<file path="src/rtl/surf_cout_pkg.sv">
// Shared constants, mode type and parameter legality helper for the SURF
// COUT/DOUT word capture path.
package surf_cout_pkg;

  localparam logic [31:0] COUT_TRAIN_PATTERN = 32'hA55A_6996;
  localparam logic [7:0]  DOUT_TRAIN_PATTERN = 8'h6A;

  typedef enum logic {
    MODE_DATA  = 1'b0,
    MODE_TRAIN = 1'b1
  } surf_mode_e;

  // A word must be a whole number of lane slices, 1..16 beats long.
  function automatic bit nbeats_legal(input int unsigned lane_bits,
                                      input int unsigned word_bits);
    if (lane_bits == 0) return 1'b0;
    if ((word_bits % lane_bits) != 0) return 1'b0;
    return ((word_bits / lane_bits) >= 1) && ((word_bits / lane_bits) <= 16);
  endfunction

endpackage

</file>
<file path="src/rtl/surf_word_checker.sv">
// Training-pattern checker: match counting, lock detection, mismatch strobe
// and a saturating mismatch counter.
module surf_word_checker
  import surf_cout_pkg::*;
#(
  parameter int unsigned WORD_BITS     = 32,
  parameter logic [31:0] TRAIN_PATTERN = COUT_TRAIN_PATTERN,
  parameter int unsigned LOCK_COUNT    = 8,
  parameter int unsigned ERR_BITS      = 16
) (
  input  logic                 sysclk_i,
  input  logic                 sysclk_rstn_i,
  input  logic [WORD_BITS-1:0] word_i,
  input  logic                 word_valid_i,
  input  logic                 train_i,
  input  logic                 err_clear_i,
  output logic                 locked_o,
  output logic                 biterr_o,
  output logic [ERR_BITS-1:0]  err_count_o
);

  localparam logic [WORD_BITS-1:0] PATTERN  = WORD_BITS'(TRAIN_PATTERN);
  localparam logic [7:0]           LOCK_MAX = 8'(LOCK_COUNT);

  surf_mode_e          mode;
  logic [7:0]          match_cnt_q, match_cnt_d;
  logic                locked_q, locked_d;
  logic                biterr_q, biterr_d;
  logic [ERR_BITS-1:0] err_count_q, err_count_d;

  assign mode = train_i ? MODE_TRAIN : MODE_DATA;

  always_comb begin
    match_cnt_d = match_cnt_q;
    locked_d    = locked_q;
    biterr_d    = 1'b0;
    err_count_d = err_count_q;
    if (mode == MODE_DATA) begin
      match_cnt_d = '0;
      locked_d    = 1'b0;
    end else if (word_valid_i) begin
      if (word_i == PATTERN) begin
        if (match_cnt_q != LOCK_MAX) match_cnt_d = match_cnt_q + 8'd1;
        if (match_cnt_d == LOCK_MAX) locked_d = 1'b1;
      end else begin
        match_cnt_d = '0;
        locked_d    = 1'b0;
        biterr_d    = 1'b1;
        if (err_count_q != '1) err_count_d = err_count_q + ERR_BITS'(1);
      end
    end
    // Clear has priority over a same-cycle increment.
    if (err_clear_i) err_count_d = '0;
  end

  always_ff @(posedge sysclk_i) begin
    if (!sysclk_rstn_i) begin
      match_cnt_q <= '0;
      locked_q    <= 1'b0;
      biterr_q    <= 1'b0;
      err_count_q <= '0;
    end else begin
      match_cnt_q <= match_cnt_d;
      locked_q    <= locked_d;
      biterr_q    <= biterr_d;
      err_count_q <= err_count_d;
    end
  end

  assign locked_o    = locked_q;
  assign biterr_o    = biterr_q;
  assign err_count_o = err_count_q;

endmodule

</file>
<file path="src/rtl/surf_word_capture.sv">
// Assembles sync-framed words from ISERDES lane slices; provides a stream
// output, a one-shot capture register and training-pattern checking.
module surf_word_capture
  import surf_cout_pkg::*;
#(
  parameter int unsigned LANE_BITS     = 4,
  parameter int unsigned WORD_BITS     = 32,
  parameter logic [31:0] TRAIN_PATTERN = COUT_TRAIN_PATTERN,
  parameter int unsigned LOCK_COUNT    = 8,
  parameter int unsigned ERR_BITS      = 16
) (
  input  logic                 sysclk_i,
  input  logic                 sysclk_rstn_i,
  input  logic                 sync_i,
  input  logic [LANE_BITS-1:0] lane_i,
  input  logic                 enable_i,
  input  logic                 train_i,
  input  logic                 capture_i,
  input  logic                 err_clear_i,
  output logic [WORD_BITS-1:0] stream_data_o,
  output logic                 stream_valid_o,
  output logic [WORD_BITS-1:0] capture_data_o,
  output logic                 capture_valid_o,
  output logic                 aligned_o,
  output logic                 misalign_o,
  output logic                 locked_o,
  output logic                 biterr_o,
  output logic [ERR_BITS-1:0]  err_count_o
);

  localparam int unsigned NBEATS    = WORD_BITS / LANE_BITS;
  localparam logic [3:0]  LAST_BEAT = 4'(NBEATS - 1);

  if (!nbeats_legal(LANE_BITS, WORD_BITS) || LOCK_COUNT < 1 || LOCK_COUNT > 255)
  begin : g_bad_params
    $error("surf_word_capture: illegal LANE_BITS/WORD_BITS/LOCK_COUNT");
  end

  logic [3:0]           b_q, b_d;
  logic                 aligned_q, aligned_d;
  logic                 misalign_q, misalign_d;
  logic [WORD_BITS-1:0] stream_data_q, stream_data_d;
  logic                 stream_valid_q, stream_valid_d;
  logic [WORD_BITS-1:0] capture_data_q, capture_data_d;
  logic                 capture_valid_q, capture_valid_d;
  logic                 armed_q, armed_d;
  logic [WORD_BITS-1:0] word;
  logic                 complete;

  // Only the bits that survive into the next word are kept; the word
  // presented on the last beat includes the live lane slice.
  if (NBEATS == 1) begin : g_single
    assign word = lane_i;
  end else begin : g_multi
    logic [WORD_BITS-LANE_BITS-1:0] sr_q;
    always_ff @(posedge sysclk_i) begin
      if (!sysclk_rstn_i) sr_q <= '0;
      else                sr_q <= word[WORD_BITS-LANE_BITS-1:0];
    end
    assign word = {sr_q, lane_i};
  end

  always_comb begin
    complete   = (b_q == LAST_BEAT) && aligned_q;
    b_d        = (sync_i || (b_q == LAST_BEAT)) ? '0 : b_q + 4'd1;
    aligned_d  = aligned_q | sync_i;
    misalign_d = misalign_q | (sync_i && (b_q != LAST_BEAT));
    if (err_clear_i) misalign_d = 1'b0;

    stream_data_d  = complete ? word : stream_data_q;
    stream_valid_d = complete && enable_i;

    armed_d         = armed_q;
    capture_valid_d = capture_valid_q;
    capture_data_d  = capture_data_q;
    if (capture_i) begin
      armed_d         = 1'b1;
      capture_valid_d = 1'b0;
    end
    // A capture request on the completion cycle takes the current word.
    if (complete && (armed_q || capture_i)) begin
      armed_d         = 1'b0;
      capture_valid_d = 1'b1;
      capture_data_d  = word;
    end
  end

  always_ff @(posedge sysclk_i) begin
    if (!sysclk_rstn_i) begin
      b_q             <= '0;
      aligned_q       <= 1'b0;
      misalign_q      <= 1'b0;
      stream_data_q   <= '0;
      stream_valid_q  <= 1'b0;
      capture_data_q  <= '0;
      capture_valid_q <= 1'b0;
      armed_q         <= 1'b0;
    end else begin
      b_q             <= b_d;
      aligned_q       <= aligned_d;
      misalign_q      <= misalign_d;
      stream_data_q   <= stream_data_d;
      stream_valid_q  <= stream_valid_d;
      capture_data_q  <= capture_data_d;
      capture_valid_q <= capture_valid_d;
      armed_q         <= armed_d;
    end
  end

  surf_word_checker #(
    .WORD_BITS    (WORD_BITS),
    .TRAIN_PATTERN(TRAIN_PATTERN),
    .LOCK_COUNT   (LOCK_COUNT),
    .ERR_BITS     (ERR_BITS)
  ) u_checker (
    .sysclk_i     (sysclk_i),
    .sysclk_rstn_i(sysclk_rstn_i),
    .word_i       (word),
    .word_valid_i (complete),
    .train_i      (train_i),
    .err_clear_i  (err_clear_i),
    .locked_o     (locked_o),
    .biterr_o     (biterr_o),
    .err_count_o  (err_count_o)
  );

  assign stream_data_o   = stream_data_q;
  assign stream_valid_o  = stream_valid_q;
  assign capture_data_o  = capture_data_q;
  assign capture_valid_o = capture_valid_q;
  assign aligned_o       = aligned_q;
  assign misalign_o      = misalign_q;

endmodule

</file>
<file path="config.mk">
export PLATFORM = sky130hd
export DESIGN_NAME = surf_word_capture
export DESIGN_NICKNAME = d
export VERILOG_FILES = /design/src/rtl/surf_cout_pkg.sv /design/src/rtl/surf_word_checker.sv /design/src/rtl/surf_word_capture.sv
export SDC_FILE = /design/constraint.sdc
export NUM_CORES = 1
export LEC_CHECK = 0
export CAP_MARGIN = 20
export CORE_MARGIN = 2
export CORE_UTILIZATION = 46
export CTS_CLUSTER_DIAMETER = 120
export DETAILED_ROUTE_END_ITERATION = 12
export GPL_ROUTABILITY_DRIVEN = 0
export PLACE_DENSITY_LB_ADDON = 0.25
export RECOVER_POWER = 50
export SYNTH_ARGS = -nofsm -noshare
export SYNTH_HDL_FRONTEND = slang
export SYNTH_SLANG_ARGS = --single-unit
</file>
<file path="constraint.sdc">
create_clock -name sysclk_i -period 1.95 [get_ports sysclk_i]
set_input_delay 0.39 -clock sysclk_i [delete_from_list [all_inputs] [get_ports sysclk_i]]
set_output_delay 0.39 -clock sysclk_i [all_outputs]
set_load 0.02 [all_outputs]
</file>
==> results of run 1 <==
-- final cells by class --
class	count	area, µm²	area share, %
clock inverters	15	140	2.03
inverters	5	18.8	0.272
multi-input cells	356	2230	32.3
well taps	136	170	2.47
clock buffers	17	414	6.00
flip-flops and latches	127	2550	36.9
repair buffers	161	1380	20.0
-- placed cells by master (no fill, tap or decap), drive strengths merged, types with 4 or more instances in the layout --
cell / instances
inv: 16
a21oi: 17
and2: 33
dfxtp: 127
o21a: 6
dlygate4sd2: 9
buf: 53
or4: 8
and3: 4
o21ai: 15
nand3: 7
clkdlybuf4s50: 78
nor4bb: 4
a21boi: 45
nand2: 109
a22o: 20
ha: 4
nor2: 14
o31ai: 9
clkbuf: 35
nand4: 5
or3: 10
nor3: 4
-- state kept, by name (all words and copies together), names as in the netlist --
| signal | cells |
|---|---|
| stream_valid_o | 1 |
| u_checker.err_count_o | 16 |
| u_checker.biterr_o | 1 |
| capture_data_o | 32 |
| u_checker.locked_o | 1 |
| capture_valid_o | 1 |
| armed_q | 1 |
| u_checker.match_cnt_q | 8 |
| misalign_o | 1 |
| b_q | 4 |
| aligned_o | 1 |
| g_multi.sr_q | 28 |
| stream_data_o | 32 |
-- metrics by stage --
step | cells | area, µm² | power (mW)
4_1_cts | 812 | 6880 | 5.75
5_1_grt | 817 | 6900 | 5.90
6_report | 817 | 6900 | 5.71
3_3_place_gp | 778 | 6280 | 2.82
3_5_place_dp | 778 | 6280 | 2.82
2_1_floorplan | 517 | 4810 | 2.75
-- logic make-up after synthesis --
family,Yosys count
and+or+nand+nor,223
DFF,127
AOI/OAI and AO/OA,124
buffers and inverters,34
xor gates and xnor gates,5
adders and majority gates,4
-- routing by layer --
layer,vias up,GRT usage [%]
met4,0,8.65
met1,2078,29.5
met2,134,36.4
met3,25,5.76
met5,-,0
li1,2124,-
-- worst max-delay path: stages, from the launching register on --
cell     delay [ps]
dfxtp_2         320
inv_2            50
ha_1            120
or4b_4          450
or4b_4          530
o21a_4          230
o32ai_2         210
-- worst paths after layout --
check	slack (ps)	end
setup / recovery	-70	u_checker.match_cnt_q[1]
hold / removal	230	stream_valid_o
setup reg to reg	-70	u_checker.match_cnt_q[1]
hold reg to reg	450	b_q[0]
-- power by group through the flow --
stage	Sequential [mW]	Combinational, mW	Clock [mW]
final	2.63	0.139	2.94
after global routing	2.63	0.153	3.12
after CTS	2.63	0.138	2.99
after detailed placement	2.68	0.138	0
after global placement	2.68	0.135	0
after floorplan	2.69	0.0637	0
-- what timing repair did --
action | 4_1_cts | 5_1_grt
gates resized for setup | 20 | 24
gates cloned | 0 | 1
setup endpoints to repair | 43 | 48
pin swaps | 4 | 5
setup buffers | 2 | 4
==> results.py, run 1 <==
metrics = {
    "power_and_ir_drop": {
        "p_clk_share_pct": 51.5,
        "internal_power_mw": 4.31,
        "pwr-share-comb_pct": 2.4,
        "p_switching_mw": 1.40,
        "p_sw_share_pct": 24.5,
        "pwr_density_cell_nw_per_um2": 828,
        "seq_power_share_pct": 46.1,
        "p_leak_nw": 2.49,
        "peakVddDrop_mv": 0.568,
    },
    "critical_path": {
        "cp-start-kind": "flop",
        "crit_start": "u_checker.match_cnt_q[0]",
        "critical_path_class": "reg -> reg",
        "cp.arrival_ps": 2440,
        "timing.rr.start": "u_checker.match_cnt_q[0]",
        "reg2reg_depth": 6,
        "cp.required_ps": 2370,
        "end_kind": "flop",
        "worst-path-max-fanout": 5,
    },
    "logic_synthesis": {
        "synthMuxAreaShare_pct": 0,
        "synth-seq-area-share_pct": 52.9,
        "synth-compound-area-share_pct": 18.5,
        "syn_inst": 517,
        "synth.distinct_cells": 48,
        "ys_top_cells_by_area": "dfxtp_1 53%, nand2_1 8.4%, a21boi_0 7.0%",
        "synth_area_um2": 4810,
        "synth_edf_count": 0,
        "synth_xor_area_share_pct": 0.911,
        "synthFlopType": "dfxtp_1",
        "yosysMostFrequentCell": "dfxtp_1",
        "synth-async-reset-ratio_pct": 0,
        "synth_top_family_by_area": "simple AND/OR/NAND/NOR gates",
        "synth_nets": 532,
        "ys_warn_count": 0,
        "yosysTopAreaCellShare_pct": 52.9,
        "ys_ff_latch": 127,
        "yosys.area.top_type": "dfxtp_1",
        "yosys.area_share.simple_pct": 24.0,
        "synth_commonest_cells": "127 x dfxtp_1, 108 x nand2_1, 45 x a21boi_0",
        "yosys.area_share.adder_pct": 1.04,
        "avgSynthCellArea_um2": 9.30,
    },
    "sta": {
        "slew_viol_final": 0,
        "skew_ps": 6.23,
        "max_freq_ghz": 0.495,
        "rsz0062_at_grt": "true",
        "final_hold_viol_count": 0,
        "whs_ps": 229,
        "setup_viol": 5,
        "final.setup.tns_ps": -130,
        "fin_crit_ps": 2020,
        "post-route-period-util_pct": 104,
        "worst_pin_slew_ps": 650,
        "slew_headroom_pct": 56.7,
        "worst_slack_ps": -70.0,
    },
    "floorplanning": {
        "dieArea_um2": 11300,
        "row_count": 37,
        "die_x_um": 106,
        "coreArea_um2": 10200,
        "start_util_pct": 47.0,
        "die_y_um": 106,
        "ios": 97,
    },
    "global_route": {
        "grt_use_total_pct": 22.7,
        "grt_pass1_vias": 4180,
        "antenna_found_initial": 0,
        "grt-ovfl-total": 0,
        "grt_pass1_wl_mm": 20.2,
        "grt_max_degree": 57,
    },
    "clocking": {
        "cts_tree": "built",
        "hold_buffers": 0,
        "cts_sinks": 127,
        "htree_num_levels": 4,
        "numCtsBuffers": 17,
        "cts_root_buffer": "clkbuf_8",
        "clock_path_buffers": 2,
        "clock_latency_ps": 510,
        "clk_pin_slew_ps": 60,
    },
    "layout": {
        "nets": 683,
        "diodes": 0,
        "fillers": 798,
        "final_core_utilization_pct": 67.4,
        "areaGrowthSynthToFinish_pct": 43.6,
        "drive_gt1_share_pct": 17.0,
    },
    "detailed_routing": {
        "dr_wl_met2_mm": 6.09,
        "drc": 0,
        "routed_wirelength_mm": 12.6,
        "drt_first_pass_iters": 4,
        "via_per_inst": 5.34,
        "drtIter0Drc": 177,
        "top_layer": "met4",
        "postRouteAntennaNets": 0,
        "vias": 4361,
        "routedLengthMet1_mm": 5.62,
        "wl_per_cell_um": 15.4,
        "wl_met3_um": 605,
    },
    "status": {
        "failed_checks": "negative setup slack",
        "outcome": "finished, violations left",
    },
    "place": {
        "pre_cts_slack_ps": -419,
        "portBuffers": 96,
        "hpwl_mm": 8.48,
    },
    "hold_path": {
        "timing.hold.worst.class": "in -> reg",
        "hp-start": "sysclk_rstn_i",
        "hold_depth": 2,
    },
    "flow_run": {
        "max_cap_violations": 0,
    },
}
Note: power is estimated with default switching activity, not from simulation.
==> run 2: changes to the inputs <==
- CORE_ASPECT_RATIO: default -> 0.6
==> results.py, run 2 (synthesized netlist as in run 1, its figures left out) <==
metrics = {
    "detailed_routing": {
        "drtIter0Drc": 244,
        "drc": 0,
        "wl_per_cell_um": 16.6,
        "postRouteAntennaNets": 0,
        "routed_wirelength_mm": 13.7,
        "drt_first_pass_iters": 5,
        "vias": 4442,
        "via_per_inst": 5.40,
    },
    "sta": {
        "worst_slack_ps": -83.3,
        "whs_ps": 349,
        "fin_crit_ps": 2030,
        "final_hold_viol_count": 0,
        "setup_viol": 7,
        "post-route-period-util_pct": 104,
        "max_freq_ghz": 0.492,
        "worst_pin_slew_ps": 445,
        "slew_headroom_pct": 70.3,
        "skew_ps": 10.1,
        "slew_viol_final": 0,
        "rsz0062_at_grt": "true",
    },
    "status": {
        "outcome": "finished, violations left",
        "failed_checks": "negative setup slack",
    },
    "global_route": {
        "grt_pass1_vias": 4199,
        "grt_pass1_wl_mm": 21.4,
        "grt_max_degree": 44,
        "antenna_found_initial": 0,
        "grt_use_total_pct": 24.3,
        "grt-ovfl-total": 0,
    },
    "critical_path": {
        "path_delay_family": "simple AND/OR/NAND/NOR gates",
        "worst-path-max-fanout": 5,
        "cp.required_ps": 2270,
        "path_common_cell": "or4b_4",
        "cpPeakStageDelay_ps": 560,
        "crit_slowest_cell": "or4b_4",
        "critical_path_class": "reg -> reg",
        "crit_buf_inv": 1,
        "end_kind": "flop",
        "cp_cell_sequence": "inv_2, ha_1, or4b_4, or4b_4, o21a_4, o32ai_2",
        "r2r_slack_ps": -80,
        "cp.arrival_ps": 2350,
        "cp-start-kind": "flop",
    },
    "floorplanning": {
        "dieArea_um2": 11300,
        "die_x_um": 136,
        "die_y_um": 83.2,
        "start_util_pct": 48.0,
        "row_count": 28,
        "coreArea_um2": 10000,
        "ios": 97,
    },
    "clocking": {
        "cts_tree": "built",
        "numCtsBuffers": 17,
        "clk_pin_slew_ps": 60,
        "htree_num_levels": 4,
        "clock_path_buffers": 2,
        "cts_sinks": 127,
        "clock_latency_ps": 410,
        "cts_root_buffer": "clkbuf_16",
    },
    "place": {
        "hpwl_mm": 9.12,
        "dpl-instance-area_um2": 6340,
        "portBuffers": 96,
    },
    "layout": {
        "nets": 690,
        "final_common_cell": "dfxtp_1",
        "final_cell_mix": "122 x dfxtp_1, 108 x nand2_1, 69 x clkdlybuf4s50_1, 64 x buf_4, 45 x a21boi_0",
        "drive_gt1_share_pct": 19.2,
        "finalInstanceArea_um2": 7040,
        "diodes": 0,
        "areaGrowthSynthToFinish_pct": 46.5,
    },
    "power_and_ir_drop": {
        "peakVddDrop_mv": 0.695,
        "p_leak_nw": 2.59,
        "pwr_density_cell_nw_per_um2": 819,
    },
    "hold_path": {
        "timing.hold.worst.class": "in -> reg",
    },
    "flow_run": {
        "max_cap_violations": 0,
    },
}
run 2: cell types whose count changed in the layout (fill, tap and decap cells not counted), moves of 2 or more:
cell and change:
clkbuf_1 -11, o22ai_2 -2, o22ai_1 +2, and2_1 +3, inv_8 -5, o21ai_0 +2, and2_0 -3, dlygate4sd3_1 +22
clkinvlp_4 +2, dlygate4sd2_1 -9, buf_4 +14, clkdlybuf4s50_1 -9
run 2: final cells by class:
type,count,area [µm²]
repair buffers,168,1510
fillers,754,2980
well taps,135,169
inverters,5,18.8
clock inverters,14,134
multi-input cells,356,2230
clock buffers,18,429
flip-flops and latches,127,2550
run 2: through the flow:
stage / total power, mW / utilization, % / TNS (ps) / setup slack [ps] / std cells
3_5_place_dp: 2.83 / 63.2 / -8690 / -366 / 783
5_1_grt: 5.94 / 70.3 / -2670 / -115 / 823
4_1_cts: 5.79 / 69.6 / -111 / -66.7 / 820
2_1_floorplan: 2.75 / - / 0 / 8.22 / 517
6_report: 5.77 / 70.3 / -298 / -83.3 / 823
3_3_place_gp: 2.82 / 63.2 / -6530 / -366 / 783
run 2: worst paths after layout:
check | from | end | cells after the start
max | u_checker.match_cnt_q[0] | u_checker.match_cnt_q[1] | 6
min | sysclk_rstn_i | stream_valid_o | 2
max reg2reg | u_checker.match_cnt_q[0] | u_checker.match_cnt_q[1] | 6
min reg2reg | stream_data_o[16] | stream_data_o[16] | 2
run 2: report_power, final:
part           switching (mW)  total (mW)  internal, mW
logic                  0.0747       0.147        0.0720
registers              0.0171        2.63          2.61
clock network            1.22        2.99          1.77
total                    1.31        5.77          4.46
run 2: what timing repair did:
action	4_1_cts	5_1_grt
endpoints found under the setup margin	36	48
pin swaps	11	5
buffers inserted	5	2
endpoints found under the hold margin	0	0
gates resized for setup	13	21
cloned	0	1
hold buffers	0	0
run 2: metal layers:
metal / vias to the layer above / track usage (%) / part of all wire, %
li1: 2142 / - / -
met4: 0 / 7.95 / 0.94
met3: 15 / 6.41 / 6.5
met1: 2135 / 35.5 / 50
met5: - / 0 / 0
met2: 150 / 34.8 / 43
==> run 3: changes to the inputs <==
- CAP_MARGIN: 20 -> default
- CTS_CLUSTER_DIAMETER: 120 -> 100
==> results of run 3 <==
Final layout, timing and power as in run 2 (identical DEF).
